===== src/rtl/mem_refill_arbiter_if.sv =====
`default_nettype none
// ============================================================================
// mem_refill_arbiter_if: requester-side and backing-store signals of the arbiter
// rev 1.0
// ============================================================================
interface mem_refill_arbiter_if #(
   parameter int NUM_CH = 2,
   parameter int ADDR_W = 20,
   parameter int DATA_W = 32
);
   logic [NUM_CH-1:0]        ch_req;
   logic [NUM_CH*ADDR_W-1:0] ch_addr;
   logic [NUM_CH-1:0]        ch_resp_valid;
   logic [DATA_W-1:0]        ch_rdata;
   logic                     ch_err;
   logic                     mem_valid;
   logic [ADDR_W-1:0]        mem_addr;
   logic                     mem_accept;
   logic                     mem_ready;
   logic [DATA_W-1:0]        mem_rdata;
   logic                     busy;
   logic                     stall;

   modport master (
      input  ch_req, ch_addr, mem_accept, mem_ready, mem_rdata,
      output ch_resp_valid, ch_rdata, ch_err, mem_valid, mem_addr, busy, stall
   );

   modport slave (
      output ch_req, ch_addr, mem_accept, mem_ready, mem_rdata,
      input  ch_resp_valid, ch_rdata, ch_err, mem_valid, mem_addr, busy, stall
   );
endinterface
`default_nettype wire


===== src/rtl/mem_refill_arbiter.sv =====
`default_nettype none
// ============================================================================
// mem_refill_arbiter: arbitrates cache refills from NUM_CH requesters onto one
// flash port; define ARB_ROUND_ROBIN_EN for round-robin arbitration. rev 1.0
// ============================================================================
module mem_refill_arbiter #(
   parameter int NUM_CH      = 2,
   parameter int ADDR_W      = 20,
   parameter int DATA_W      = 32,
   parameter int TIMEOUT_CYC = 4096
) (
   input  wire logic            CLK_CPU,
   input  wire logic            resetp,
   mem_refill_arbiter_if.master bus
);
   localparam int IDX_W = (NUM_CH > 1) ? $clog2(NUM_CH) : 1;
   localparam int CNT_W = (TIMEOUT_CYC > 1) ? $clog2(TIMEOUT_CYC) : 1;
   localparam logic [CNT_W-1:0] TO_LAST = CNT_W'(TIMEOUT_CYC - 1);

   typedef enum logic [1:0] {
      IDLE = 2'd0,
      REQ  = 2'd1,
      WAIT = 2'd2,
      DONE = 2'd3
   } state_t;

   state_t              state, state_nx;
   logic [IDX_W-1:0]    grant, grant_nx;
   logic [CNT_W-1:0]    cnt, cnt_nx;
   logic                mask, mask_nx;
   logic [NUM_CH-1:0]   resp_valid, resp_nx;
   logic [DATA_W-1:0]   rdata, rdata_nx;
   logic                err, err_nx;
   logic                mem_valid, mem_valid_nx;
   logic [ADDR_W-1:0]   mem_addr, addr_nx;
   logic                busy, busy_nx;
   logic [NUM_CH-1:0]   req_eff;
   logic                win_found;
   logic [IDX_W-1:0]    win;
`ifdef ARB_ROUND_ROBIN_EN
   logic [IDX_W-1:0]    rr, rr_nx;
`endif

   always_comb begin
      req_eff = bus.ch_req;
      // the channel just served sits out one IDLE cycle so it can drop its request
      if (mask) req_eff[grant] = 1'b0;
      win_found = 1'b0;
      win       = '0;
`ifdef ARB_ROUND_ROBIN_EN
      for (int k = 0; k < NUM_CH; k++) begin
         if (!win_found && req_eff[(k + int'(rr)) % NUM_CH]) begin
            win_found = 1'b1;
            win       = IDX_W'((k + int'(rr)) % NUM_CH);
         end
      end
`else
      for (int i = NUM_CH - 1; i >= 0; i--) begin
         if (req_eff[i]) begin
            win_found = 1'b1;
            win       = IDX_W'(i);
         end
      end
`endif
   end

   always_comb begin
      state_nx = state;
      grant_nx = grant;
      cnt_nx   = cnt;
      addr_nx  = mem_addr;
      rdata_nx = rdata;
      err_nx   = err;
`ifdef ARB_ROUND_ROBIN_EN
      rr_nx    = rr;
`endif
      case (state)
         IDLE: begin
            if (win_found) begin
               state_nx = REQ;
               grant_nx = win;
               addr_nx  = bus.ch_addr[win*ADDR_W +: ADDR_W];
`ifdef ARB_ROUND_ROBIN_EN
               rr_nx    = (int'(win) == NUM_CH - 1) ? '0 : win + 1'b1;
`endif
            end
         end
         REQ: begin
            if (bus.mem_accept) begin
               state_nx = WAIT;
               cnt_nx   = '0;
            end
         end
         WAIT: begin
            if (bus.mem_ready) begin
               state_nx = DONE;
               rdata_nx = bus.mem_rdata;
               err_nx   = 1'b0;
            end else if (TIMEOUT_CYC != 0 && cnt == TO_LAST) begin
               state_nx = DONE;
               rdata_nx = '0;
               err_nx   = 1'b1;
            end else begin
               cnt_nx = cnt + 1'b1;
            end
         end
         DONE:    state_nx = IDLE;
         default: state_nx = IDLE;
      endcase
      resp_nx = '0;
      if (state_nx == DONE) resp_nx[grant] = 1'b1;
      mask_nx      = (state == DONE);
      mem_valid_nx = (state_nx == REQ);
      busy_nx      = (state_nx != IDLE);
   end

   always_ff @(posedge CLK_CPU) begin
      if (resetp) begin
         state      <= IDLE;
         grant      <= '0;
         cnt        <= '0;
         mask       <= 1'b0;
         resp_valid <= '0;
         rdata      <= '0;
         err        <= 1'b0;
         mem_valid  <= 1'b0;
         mem_addr   <= '0;
         busy       <= 1'b0;
`ifdef ARB_ROUND_ROBIN_EN
         rr         <= '0;
`endif
      end else begin
         state      <= state_nx;
         grant      <= grant_nx;
         cnt        <= cnt_nx;
         mask       <= mask_nx;
         resp_valid <= resp_nx;
         rdata      <= rdata_nx;
         err        <= err_nx;
         mem_valid  <= mem_valid_nx;
         mem_addr   <= addr_nx;
         busy       <= busy_nx;
`ifdef ARB_ROUND_ROBIN_EN
         rr         <= rr_nx;
`endif
      end
   end

   assign bus.ch_resp_valid = resp_valid;
   assign bus.ch_rdata      = rdata;
   assign bus.ch_err        = err;
   assign bus.mem_valid     = mem_valid;
   assign bus.mem_addr      = mem_addr;
   assign bus.busy          = busy;
   assign bus.stall         = (|bus.ch_req) | busy;
endmodule
`default_nettype wire

===== src/flat_wrapper.sv =====
// flat-port wrapper written by rule: the top's interface ports become plain ports
module mem_refill_arbiter_flat 
#(
   parameter int NUM_CH      = 2,
   parameter int ADDR_W      = 20,
   parameter int DATA_W      = 32,
   parameter int TIMEOUT_CYC = 4096
)
  (CLK_CPU, resetp, bus_ch_req, bus_ch_addr, bus_mem_accept, bus_mem_ready, bus_mem_rdata, bus_ch_resp_valid, bus_ch_rdata, bus_ch_err, bus_mem_valid, bus_mem_addr, bus_busy, bus_stall);
  mem_refill_arbiter_if #(.NUM_CH(NUM_CH), .ADDR_W(ADDR_W), .DATA_W(DATA_W)) bus_i ();
  input  wire logic CLK_CPU;
  input  wire logic resetp;
  input wire logic [$bits(bus_i.ch_req)-1:0] bus_ch_req;
  input wire logic [$bits(bus_i.ch_addr)-1:0] bus_ch_addr;
  input wire logic [$bits(bus_i.mem_accept)-1:0] bus_mem_accept;
  input wire logic [$bits(bus_i.mem_ready)-1:0] bus_mem_ready;
  input wire logic [$bits(bus_i.mem_rdata)-1:0] bus_mem_rdata;
  output wire logic [$bits(bus_i.ch_resp_valid)-1:0] bus_ch_resp_valid;
  output wire logic [$bits(bus_i.ch_rdata)-1:0] bus_ch_rdata;
  output wire logic [$bits(bus_i.ch_err)-1:0] bus_ch_err;
  output wire logic [$bits(bus_i.mem_valid)-1:0] bus_mem_valid;
  output wire logic [$bits(bus_i.mem_addr)-1:0] bus_mem_addr;
  output wire logic [$bits(bus_i.busy)-1:0] bus_busy;
  output wire logic [$bits(bus_i.stall)-1:0] bus_stall;
  assign bus_i.ch_req = bus_ch_req;
  assign bus_i.ch_addr = bus_ch_addr;
  assign bus_i.mem_accept = bus_mem_accept;
  assign bus_i.mem_ready = bus_mem_ready;
  assign bus_i.mem_rdata = bus_mem_rdata;
  assign bus_ch_resp_valid = bus_i.ch_resp_valid;
  assign bus_ch_rdata = bus_i.ch_rdata;
  assign bus_ch_err = bus_i.ch_err;
  assign bus_mem_valid = bus_i.mem_valid;
  assign bus_mem_addr = bus_i.mem_addr;
  assign bus_busy = bus_i.busy;
  assign bus_stall = bus_i.stall;
  mem_refill_arbiter #(.NUM_CH(NUM_CH), .ADDR_W(ADDR_W), .DATA_W(DATA_W), .TIMEOUT_CYC(TIMEOUT_CYC)) u_core (.CLK_CPU(CLK_CPU), .resetp(resetp), .bus(bus_i));
endmodule

===== config.mk =====
export PLATFORM = sky130hd
export DESIGN_NAME = mem_refill_arbiter_flat
export DESIGN_NICKNAME = d
export VERILOG_FILES = /design/src/rtl/mem_refill_arbiter_if.sv /design/src/rtl/mem_refill_arbiter.sv /design/src/flat_wrapper.sv
export SDC_FILE = /design/constraint.sdc
export NUM_CORES = 1
export LEC_CHECK = 0
export CORE_ASPECT_RATIO = 2
export CORE_MARGIN = 10
export CORE_UTILIZATION = 44
export CTS_CLUSTER_DIAMETER = 80
export DETAILED_ROUTE_END_ITERATION = 7
export GPL_TIMING_DRIVEN = 0
export HOLD_SLACK_MARGIN = 0.08
export PLACE_DENSITY = 0.82
export SYNTH_ARGS = -nofsm -noshare
export SYNTH_HDL_FRONTEND = slang
export SYNTH_SLANG_ARGS = --single-unit

===== constraint.sdc =====
create_clock -name CLK_CPU -period 6.1 [get_ports CLK_CPU]
set_clock_uncertainty 0.15 [all_clocks]
set_input_delay 1.83 -clock CLK_CPU [delete_from_list [all_inputs] [get_ports CLK_CPU]]
set_output_delay 1.83 -clock CLK_CPU [all_outputs]
set_load 0.02 [all_outputs]

; ---- Yosys cells after proc, flatten, opt, wreduce, memory -nomap -nowiden
; Index checks and enable logic that the tools add are counted.
[op_classes]
n_div = 0
bitwise_logic = 4
multipliers = 1
magnitude_cmp = 2
shift = 1
n_eq_ne = 9
muxes = 19
n_addsub = 1
reduce_logical = 10
[op_table]
columns = cell, n
row1 = 32-bit two-way mux, 2
row2 = 40-bit by 7-bit variable part select with 20-bit output, 1
row3 = 12-bit two-way mux, 3
row4 = 12-bit one-hot mux with 2 select lines, 1
row5 = 12-bit by 1-bit adder with 12-bit output (second input constant), 1
row6 = 12-bit == test (second input constant), 1
row7 = 2-bit two-way mux, 5
row8 = 2-bit one-hot mux with 4 select lines, 1
row9 = 2-bit == test (second input constant), 3
row10 = 1-bit two-way mux, 6
row11 = 2-bit inequality test (second input constant), 3
row12 = 2-bit nonzero test, 3
row13 = 2-bit by 1-bit == test with 1-bit output (second input constant), 2
row14 = 1-bit by 3-bit multiplier with 4-bit output (second input constant), 1
row15 = 2-bit AND reduction, 2
row16 = 4-bit AND reduction, 1
row17 = 2-bit OR reduction, 2
row18 = 2-bit bitwise AND, 1
row19 = 2-bit logical NOT, 1
row20 = 1-bit by 2-bit < comparator with 1-bit output (second input constant), 1
row21 = 2-bit NOT, 1
row22 = 1-bit demux with 1-bit select, 1
row23 = 1-bit >= comparator (second input constant), 1
row24 = 1-bit logical AND, 1
row25 = other kinds (2), 2
[word_totals]
output_inout_bits = 58
memories = 0
latch_bits = 0
ff_bits = 73
wordCells = 57
romBits = 0
input_bits = 78
mem_bits_rw = 0

; ---- Longest topological paths before layout
; Gate-level depths: netlist (run 1).
[logic_depth]
ltp_word = 14
ltp_mapped = 7

; ---- Worst setup path before layout (run 1)
; No wires, ideal clock.
[synth_timing]
path_kind = input-to-output
start = in bus_ch_req[0]
end = out bus_stall
t_required_ns = 4.120
slack_ns = 1.829
t_arrival_ns = 2.291
stages = 1
n_path_buf = 0
path_cell_list = or3_1
[synth_between]
elab_chain_len = 2
[synth_rtl]
columns = element, line_no
row1 = start: declaration, flat_wrapper.sv:13  ; input wire logic [$bits(bus_i.ch_req)-1:0] bus_ch_req;
row2 = 2-bit OR reduction, mem_refill_arbiter.sv:155  ; assign bus.stall = (|bus.ch_req) | busy;
row3 = 1-bit bitwise OR, mem_refill_arbiter.sv:155
row4 = end: declaration, flat_wrapper.sv:24  ; output wire logic [$bits(bus_i.stall)-1:0] bus_stall;
; Every way passes these cells.

; ---- Final worst setup path (run 1)
; Same ends and word-level chain as after synthesis.

==> results.sh, run 1 <==
export IMPL_status="completed"
export IMPL_slew_headroom=0.297
export IMPL_synth_warnings=0
export IMPL_clock_fmax_mhz=193
export IMPL_crit_type="input pin to output pin"
export IMPL_critPathRequiredTime_ps=4120
export IMPL_hold_viol_final=0
export IMPL_rrSetupSlack_ps=3850
export IMPL_drtIter0Drc=142
export IMPL_period_minus_slack_ps=5180
export IMPL_seq_area_frac_synth=0.516
export IMPL_rsz0062_at_grt="false"
export IMPL_grt_remaining_overflow=0
export IMPL_synthArstFlopShare=0
export IMPL_finalWeightedCongestion=0.833
export IMPL_ys_types=42
export IMPL_core_area_sq_um=6310
export IMPL_layout_setup_ws_ps=917
export IMPL_clockRootBuffer="clkbuf_16"
export IMPL_drv_slew=0
export IMPL_synth_area_leader_cell="dfxtp_1"
export IMPL_cp_max_fo=3
export IMPL_die_height_microns=133
export IMPL_placement_cell_area_sq_um=4290
export IMPL_p_per_area_nw_per_um2=275
export IMPL_clk_pin_slew_worst_paths_ps=50
export IMPL_power_leakage_uw=0.00176
export IMPL_yosys_area_top_type_share=0.516
export IMPL_netlist_area_sq_um=2830
export IMPL_cp_startpoint="bus_ch_req[0]"
export IMPL_cts_tree="yes"
export IMPL_synth_cells=281
export IMPL_maxCapViolCount=0
export IMPL_fin_crit_sh=0.850
export IMPL_viasPerCell=5.24
export IMPL_numCtsBuffers=9
export IMPL_hpwl_mm=7.24
export IMPL_grt_start_max_net_pins=12
export IMPL_ys_flop_type="dfxtp_1"
export IMPL_fin_area_sq_um=4570
export IMPL_post_cts_buffers=0
export IMPL_grt_usage=0.178
export IMPL_io_pins=136
export IMPL_postLayoutCoreUtil=0.725
export IMPL_grt_antenna_before_repair=0
export IMPL_cts_hold_buffers_added=0
export IMPL_finalSetupViolCount=0
export IMPL_chipWidth_microns=76.8
export IMPL_io_buffers=135
export IMPL_start_util=0.449
export IMPL_min_path_type="flop to flop"
export IMPL_ir_drop_uv=194
export IMPL_final_antenna_net_count=0
export IMPL_reg2reg_depth=5
export IMPL_num_nets_final=506
export IMPL_area_delta_synth_final_pct=61.3
export IMPL_cts_buffer_depth=2
export IMPL_vias=2711
export IMPL_setup_tns_ps=0
export IMPL_grt_pass1_vias=2856
export IMPL_avgSynthCellArea_sq_um=10.1
export IMPL_place_ws_ps=920
export IMPL_routedWlPerCell_microns=17.9
export IMPL_syn_nets=360
export IMPL_drcViolationCount=0
export IMPL_synthTopCellsByArea="dfxtp_1, a22o_1, mux2i_1, a211oi_1, nor2_1"
export IMPL_ys_seq_elements=73
export IMPL_die_area_sq_um=10200
export IMPL_synth_edf_count=0
export IMPL_cts_repair_resized=0
export IMPL_drt_pass1_iterations=4
export IMPL_worstSetupEndpointType="output pin"
export IMPL_drive_gt1_frac=0.0394
export IMPL_grt_pass1_wl_mm=14.6
export IMPL_cp_start_kind="input pin"
export IMPL_htree_levels=3
export IMPL_diodes=0
export IMPL_critPathCapture="bus_stall"
export IMPL_worst_pin_slew_ps=1040
export IMPL_worstPathArrival_ps=3200
export IMPL_wl_mm=9.23
export IMPL_worstReg2RegEnd="u_core.cnt[11]$_SDFFE_PP0P_"
export IMPL_num_rows=41
export IMPL_reg2reg_from="u_core.cnt[0]$_SDFFE_PP0P_"
export IMPL_clock_sink_count=73
export IMPL_holdWs_ps=326
export IMPL_clock_latency_ps=330
[routing by layer]
layer  wire length, microns  global-route usage  part of all wire  up-vias
li1                       -                   -                 -     1342
met1                   3120               0.158              0.34     1251
met2                   4990               0.321              0.54      106
met3                    931              0.0916              0.10       12
met4                    196              0.0811             0.021        0
met5                      0                   0                 0        -
[how the worst min path moves through the flow]
| stage | to | startpoint | slack [ps] | cells after the start |
|---|---|---|---|---|
| 2_1_floorplan | u_core.cnt[11]$_SDFFE_PP0P_ | u_core.cnt[11]$_SDFFE_PP0P_ | 290 | 2 |
| 3_3_place_gp | u_core.bus.ch_rdata[15]$_SDFFE_PP0P_ | u_core.bus.ch_rdata[15]$_SDFFE_PP0P_ | 310 | 1 |
| 3_5_place_dp | u_core.bus.ch_rdata[4]$_SDFFE_PP0P_ | u_core.bus.ch_rdata[4]$_SDFFE_PP0P_ | 310 | 1 |
| 4_1_cts | u_core.bus.ch_rdata[4]$_SDFFE_PP0P_ | u_core.bus.ch_rdata[4]$_SDFFE_PP0P_ | 330 | 1 |
| 5_1_grt | u_core.bus.ch_rdata[4]$_SDFFE_PP0P_ | u_core.bus.ch_rdata[4]$_SDFFE_PP0P_ | 350 | 1 |
| 6_report | u_core.bus.ch_rdata[4]$_SDFFE_PP0P_ | u_core.bus.ch_rdata[4]$_SDFFE_PP0P_ | 330 | 1 |
[flip-flops by register name (all words and copies together), names as in the netlist]
register                  flops
u_core.bus.ch_rdata          32
u_core.bus.mem_addr          20
u_core.cnt                   12
u_core.bus.ch_resp_valid      2
u_core.state                  2
u_core.bus.busy               1
u_core.bus.ch_err             1
u_core.bus.mem_valid          1
u_core.grant                  1
u_core.mask                   1
[power breakdown]
part	internal (uW)	leakage [uW]	switching, uW
logic	120	0.00104	112
clock network	314	0.000133	189
registers	505	0.000595	14.8
total	940	0.00176	316
[critical path, cell delays in order]
cell	delay, ps
clkdlybuf4s50_1	450
or3_1	370
clkdlybuf4s50_1	550
[layout make-up]
| class | instances | area, sq um |
|---|---|---|
| Clock inverter | 3 | 42.5 |
| Fill cell | 474 | 1740 |
| Multi-Input combinational cell | 182 | 1260 |
| Tap cell | 86 | 108 |
| Sequential cell | 73 | 1460 |
| Timing Repair Buffer | 135 | 1350 |
| Clock buffer | 12 | 236 |
| Inverter | 7 | 26.3 |
| Buffer | 19 | 82.6 |
[kinds of logic after synthesis]
kind of cell             count (synthesis)  share of synthesized area
AO/OA/AOI/OAI                           86                      0.230
AND/OR/NAND/NOR                         73                      0.134
flip-flops                              73                      0.516
buffers and inverters                   26                     0.0384
multiplexers                            21                     0.0742
XOR/XNOR                                 1                    0.00309
adder cells (fa/ha/maj)                  1                    0.00441
[synthesized netlist by cell type (3+ instances only)]
cell and n:
a21oi_1 11, o21ai_0 8, or3_1 7, nor3_1 4
nor4_1 3, dfxtp_1 73, nand3_1 3, nand2_1 6
clkbuf_1 15, mux2i_1 21, a211oi_1 20, a22o_1 32
nor2_1 30, o31ai_1 6, or4_1 4, inv_1 7
[through the flow]
step	cells	total power (uW)
after CTS	517	1260
after detailed placement	502	764
final	517	1260
after floorplan	281	636
after global placement	502	758
after global routing	517	1300
[layout by cell type, fill, tap and decap left out, types with 2 or more instances in the layout]
cell type and n:
nand4_1 2, nor4_1 3, o31ai_1 6, clkbuf_1 18, mux2i_1 21, nor2_1 30
nand2_1 6, clkbuf_16 9, or3_1 7, a21oi_1 11, and3_1 2, buf_1 2
inv_1 7, or4_1 4, nand3b_1 2, a211oi_1 20, clkdlybuf4s50_1 135, nor3_1 4
nand2b_1 2, o21ai_0 8, nand3_1 3, dfxtp_1 73, a22o_1 32
No activity file was read; power rests on OpenSTA's default activity.
==> run 2, diff against run 1 <==
--- a/config.mk
+++ b/config.mk
@@ -7,12 +7,12 @@
 export LEC_CHECK = 0
 export CORE_ASPECT_RATIO = 2
 export CORE_MARGIN = 10
-export CORE_UTILIZATION = 44
+export CORE_UTILIZATION = 40
 export CTS_CLUSTER_DIAMETER = 80
 export DETAILED_ROUTE_END_ITERATION = 7
 export GPL_TIMING_DRIVEN = 0
 export HOLD_SLACK_MARGIN = 0.08
-export PLACE_DENSITY = 0.82
+export PLACE_DENSITY = 0.75
 export SYNTH_ARGS = -nofsm -noshare
 export SYNTH_HDL_FRONTEND = slang
 export SYNTH_SLANG_ARGS = --single-unit
==> constraint.sdc (replaced) <==
create_clock -name CLK_CPU -period 5.2 [get_ports CLK_CPU]
set_clock_uncertainty 0.15 [all_clocks]
set_input_delay 1.56 -clock CLK_CPU [delete_from_list [all_inputs] [get_ports CLK_CPU]]
set_output_delay 1.56 -clock CLK_CPU [all_outputs]
set_load 0.02 [all_outputs]
==> run 2 against run 1 <==
Net effect:
- flip-flop and latch count unchanged
- critical path depth did not move
- utilization shrank 6.3 points
- via count is 1.3% higher
==> results.sh, run 2 (synthesis results as in run 1) <==
export IMPL_setup_tns_ps=0
export IMPL_critPathRequiredTime_ps=3490
export IMPL_grt_antenna_before_repair=0
export IMPL_clock_fmax_mhz=216
export IMPL_numCtsBuffers=9
export IMPL_routedWlPerCell_microns=17.9
export IMPL_crit_top_cell="clkdlybuf4s50_1"
export IMPL_drive_gt1_frac=0.0417
export IMPL_worstPathArrival_ps=2910
export IMPL_io_pins=136
export IMPL_holdWs_ps=326
export IMPL_num_nets_final=506
export IMPL_clockRootBuffer="clkbuf_16"
export IMPL_drt_pass1_iterations=4
export IMPL_grt_start_max_net_pins=12
export IMPL_drv_slew=0
export IMPL_min_from="u_core.bus.ch_rdata[30]$_SDFFE_PP0P_"
export IMPL_worst_pin_slew_ps=935
export IMPL_area_delta_synth_final_pct=61.9
export IMPL_hold_viol_final=0
export IMPL_grt_pass1_wl_mm=14.7
export IMPL_rsz0062_at_grt="false"
export IMPL_io_buffers=135
export IMPL_clock_latency_ps=330
export IMPL_final_cell_mix="clkdlybuf4s50_1, dfxtp_1, a22o_1"
export IMPL_maxCapViolCount=0
export IMPL_cp_start_kind="input pin"
export IMPL_cts_buffer_depth=2
export IMPL_critical_path_slowest_cell="clkdlybuf4s50_1"
export IMPL_drtIter0Drc=245
export IMPL_vias=2746
export IMPL_p_per_area_nw_per_um2=324
export IMPL_cp_startpoint="bus_ch_req[0]"
export IMPL_cp_buffers_inverters=2
export IMPL_viasPerCell=5.26
export IMPL_final_antenna_net_count=0
export IMPL_cts_repair_resized=0
export IMPL_cpPeakStageDelay_ps=540
export IMPL_num_rows=43
export IMPL_reg2reg_from="u_core.state[1]$_SDFF_PP0_"
export IMPL_crit_type="input pin to output pin"
export IMPL_wl_met3_mm=1.02
export IMPL_finalSetupViolCount=0
export IMPL_reg2reg_depth=5
export IMPL_die_height_microns=139
export IMPL_grt_pass1_vias=2873
export IMPL_worstReg2RegEnd="u_core.cnt[9]$_SDFFE_PP0P_"
export IMPL_core_area_sq_um=6940
export IMPL_hpwl_mm=7.51
export IMPL_largest_register_ffs=32
export IMPL_start_util=0.408
export IMPL_chipWidth_microns=79.5
export IMPL_drcViolationCount=0
export IMPL_slew_headroom=0.371
export IMPL_layout_setup_ws_ps=580
export IMPL_critPathCapture="bus_stall"
export IMPL_power_leakage_uw=0.00177
export IMPL_m1WireLength_mm=3.22
export IMPL_htree_levels=3
export IMPL_min_path_type="flop to flop"
export IMPL_period_minus_slack_ps=4620
export IMPL_routed_top_layer="met4"
export IMPL_finalWeightedCongestion=0.834
export IMPL_cp_max_fo=3
export IMPL_clock_sink_count=73
export IMPL_die_area_sq_um=11100
export IMPL_grt_usage=0.170
export IMPL_cts_tree="yes"
export IMPL_place_ws_ps=578
export IMPL_cts_hold_buffers_added=0
export IMPL_clk_pin_slew_worst_paths_ps=50
export IMPL_ir_drop_uv=228
export IMPL_fin_crit_sh=0.888
export IMPL_cpLargestDelayFamily="buffers and inverters"
export IMPL_wl_met2_mm=4.88
export IMPL_grt_remaining_overflow=0
export IMPL_path_depth=3
export IMPL_final_common_cell="clkdlybuf4s50_1"
export IMPL_post_cts_buffers=0
export IMPL_rrSetupSlack_ps=3020
export IMPL_diodes=0
export IMPL_worstSetupEndpointType="output pin"
export IMPL_crit_chain="clkdlybuf4s50_1, or3_1, clkdlybuf4s50_1"
export IMPL_wl_mm=9.37
export IMPL_status="completed"
run 2: final cells by class:
cell class,instances,area [sq um]
plain buffers,19,82.6
multi-input cells,182,1260
fillers,567,2350
flip-flops and latches,73,1460
inverters,7,26.3
well taps,90,113
clock buffers,13,250
repair buffers,135,1350
clock inverters,3,40.0
run 2: worst min path at each step:
stage / end / cells past startpoint
final: u_core.bus.ch_rdata[30]$_SDFFE_PP0P_ / 1
after global routing: u_core.bus.ch_rdata[24]$_SDFFE_PP0P_ / 1
after CTS: u_core.cnt[11]$_SDFFE_PP0P_ / 2
after detailed placement: u_core.bus.ch_rdata[9]$_SDFFE_PP0P_ / 1
after global placement: u_core.bus.ch_rdata[27]$_SDFFE_PP0P_ / 1
after floorplan: u_core.cnt[11]$_SDFFE_PP0P_ / 2
run 2: layer usage:
metal / GRT usage / vias to the layer above
met4: 0.0684 / 0
li1: - / 1347
met5: 0 / -
met3: 0.0903 / 20
met1: 0.156 / 1245
met2: 0.299 / 134
run 2: through the flow:
step                      cells  utilization  power [uW]  instance area (sq um)
after CTS                   522        0.661        1500                   4590
after detailed placement    506        0.619         899                   4300
final                       522        0.661        1490                   4590
after global routing        522        0.661        1540                   4590
after global placement      506        0.619         894                   4300
after floorplan             281            -         747                   2830
run 2: report_power, final:
part           switching (uW)  internal, uW
combinational             133           141
sequential               16.8           593
clock                     219           383
==> run 3, diff against run 2 <==
--- a/config.mk
+++ b/config.mk
@@ -5,6 +5,7 @@
 export SDC_FILE = /design/constraint.sdc
 export NUM_CORES = 1
 export LEC_CHECK = 0
+export ABC_CLOCK_PERIOD_IN_PS = 5200
 export CORE_ASPECT_RATIO = 2
 export CORE_MARGIN = 10
 export CORE_UTILIZATION = 40
==> results of run 3 <==
Same layout as run 2: the final DEF is identical, and so are final timing and power.
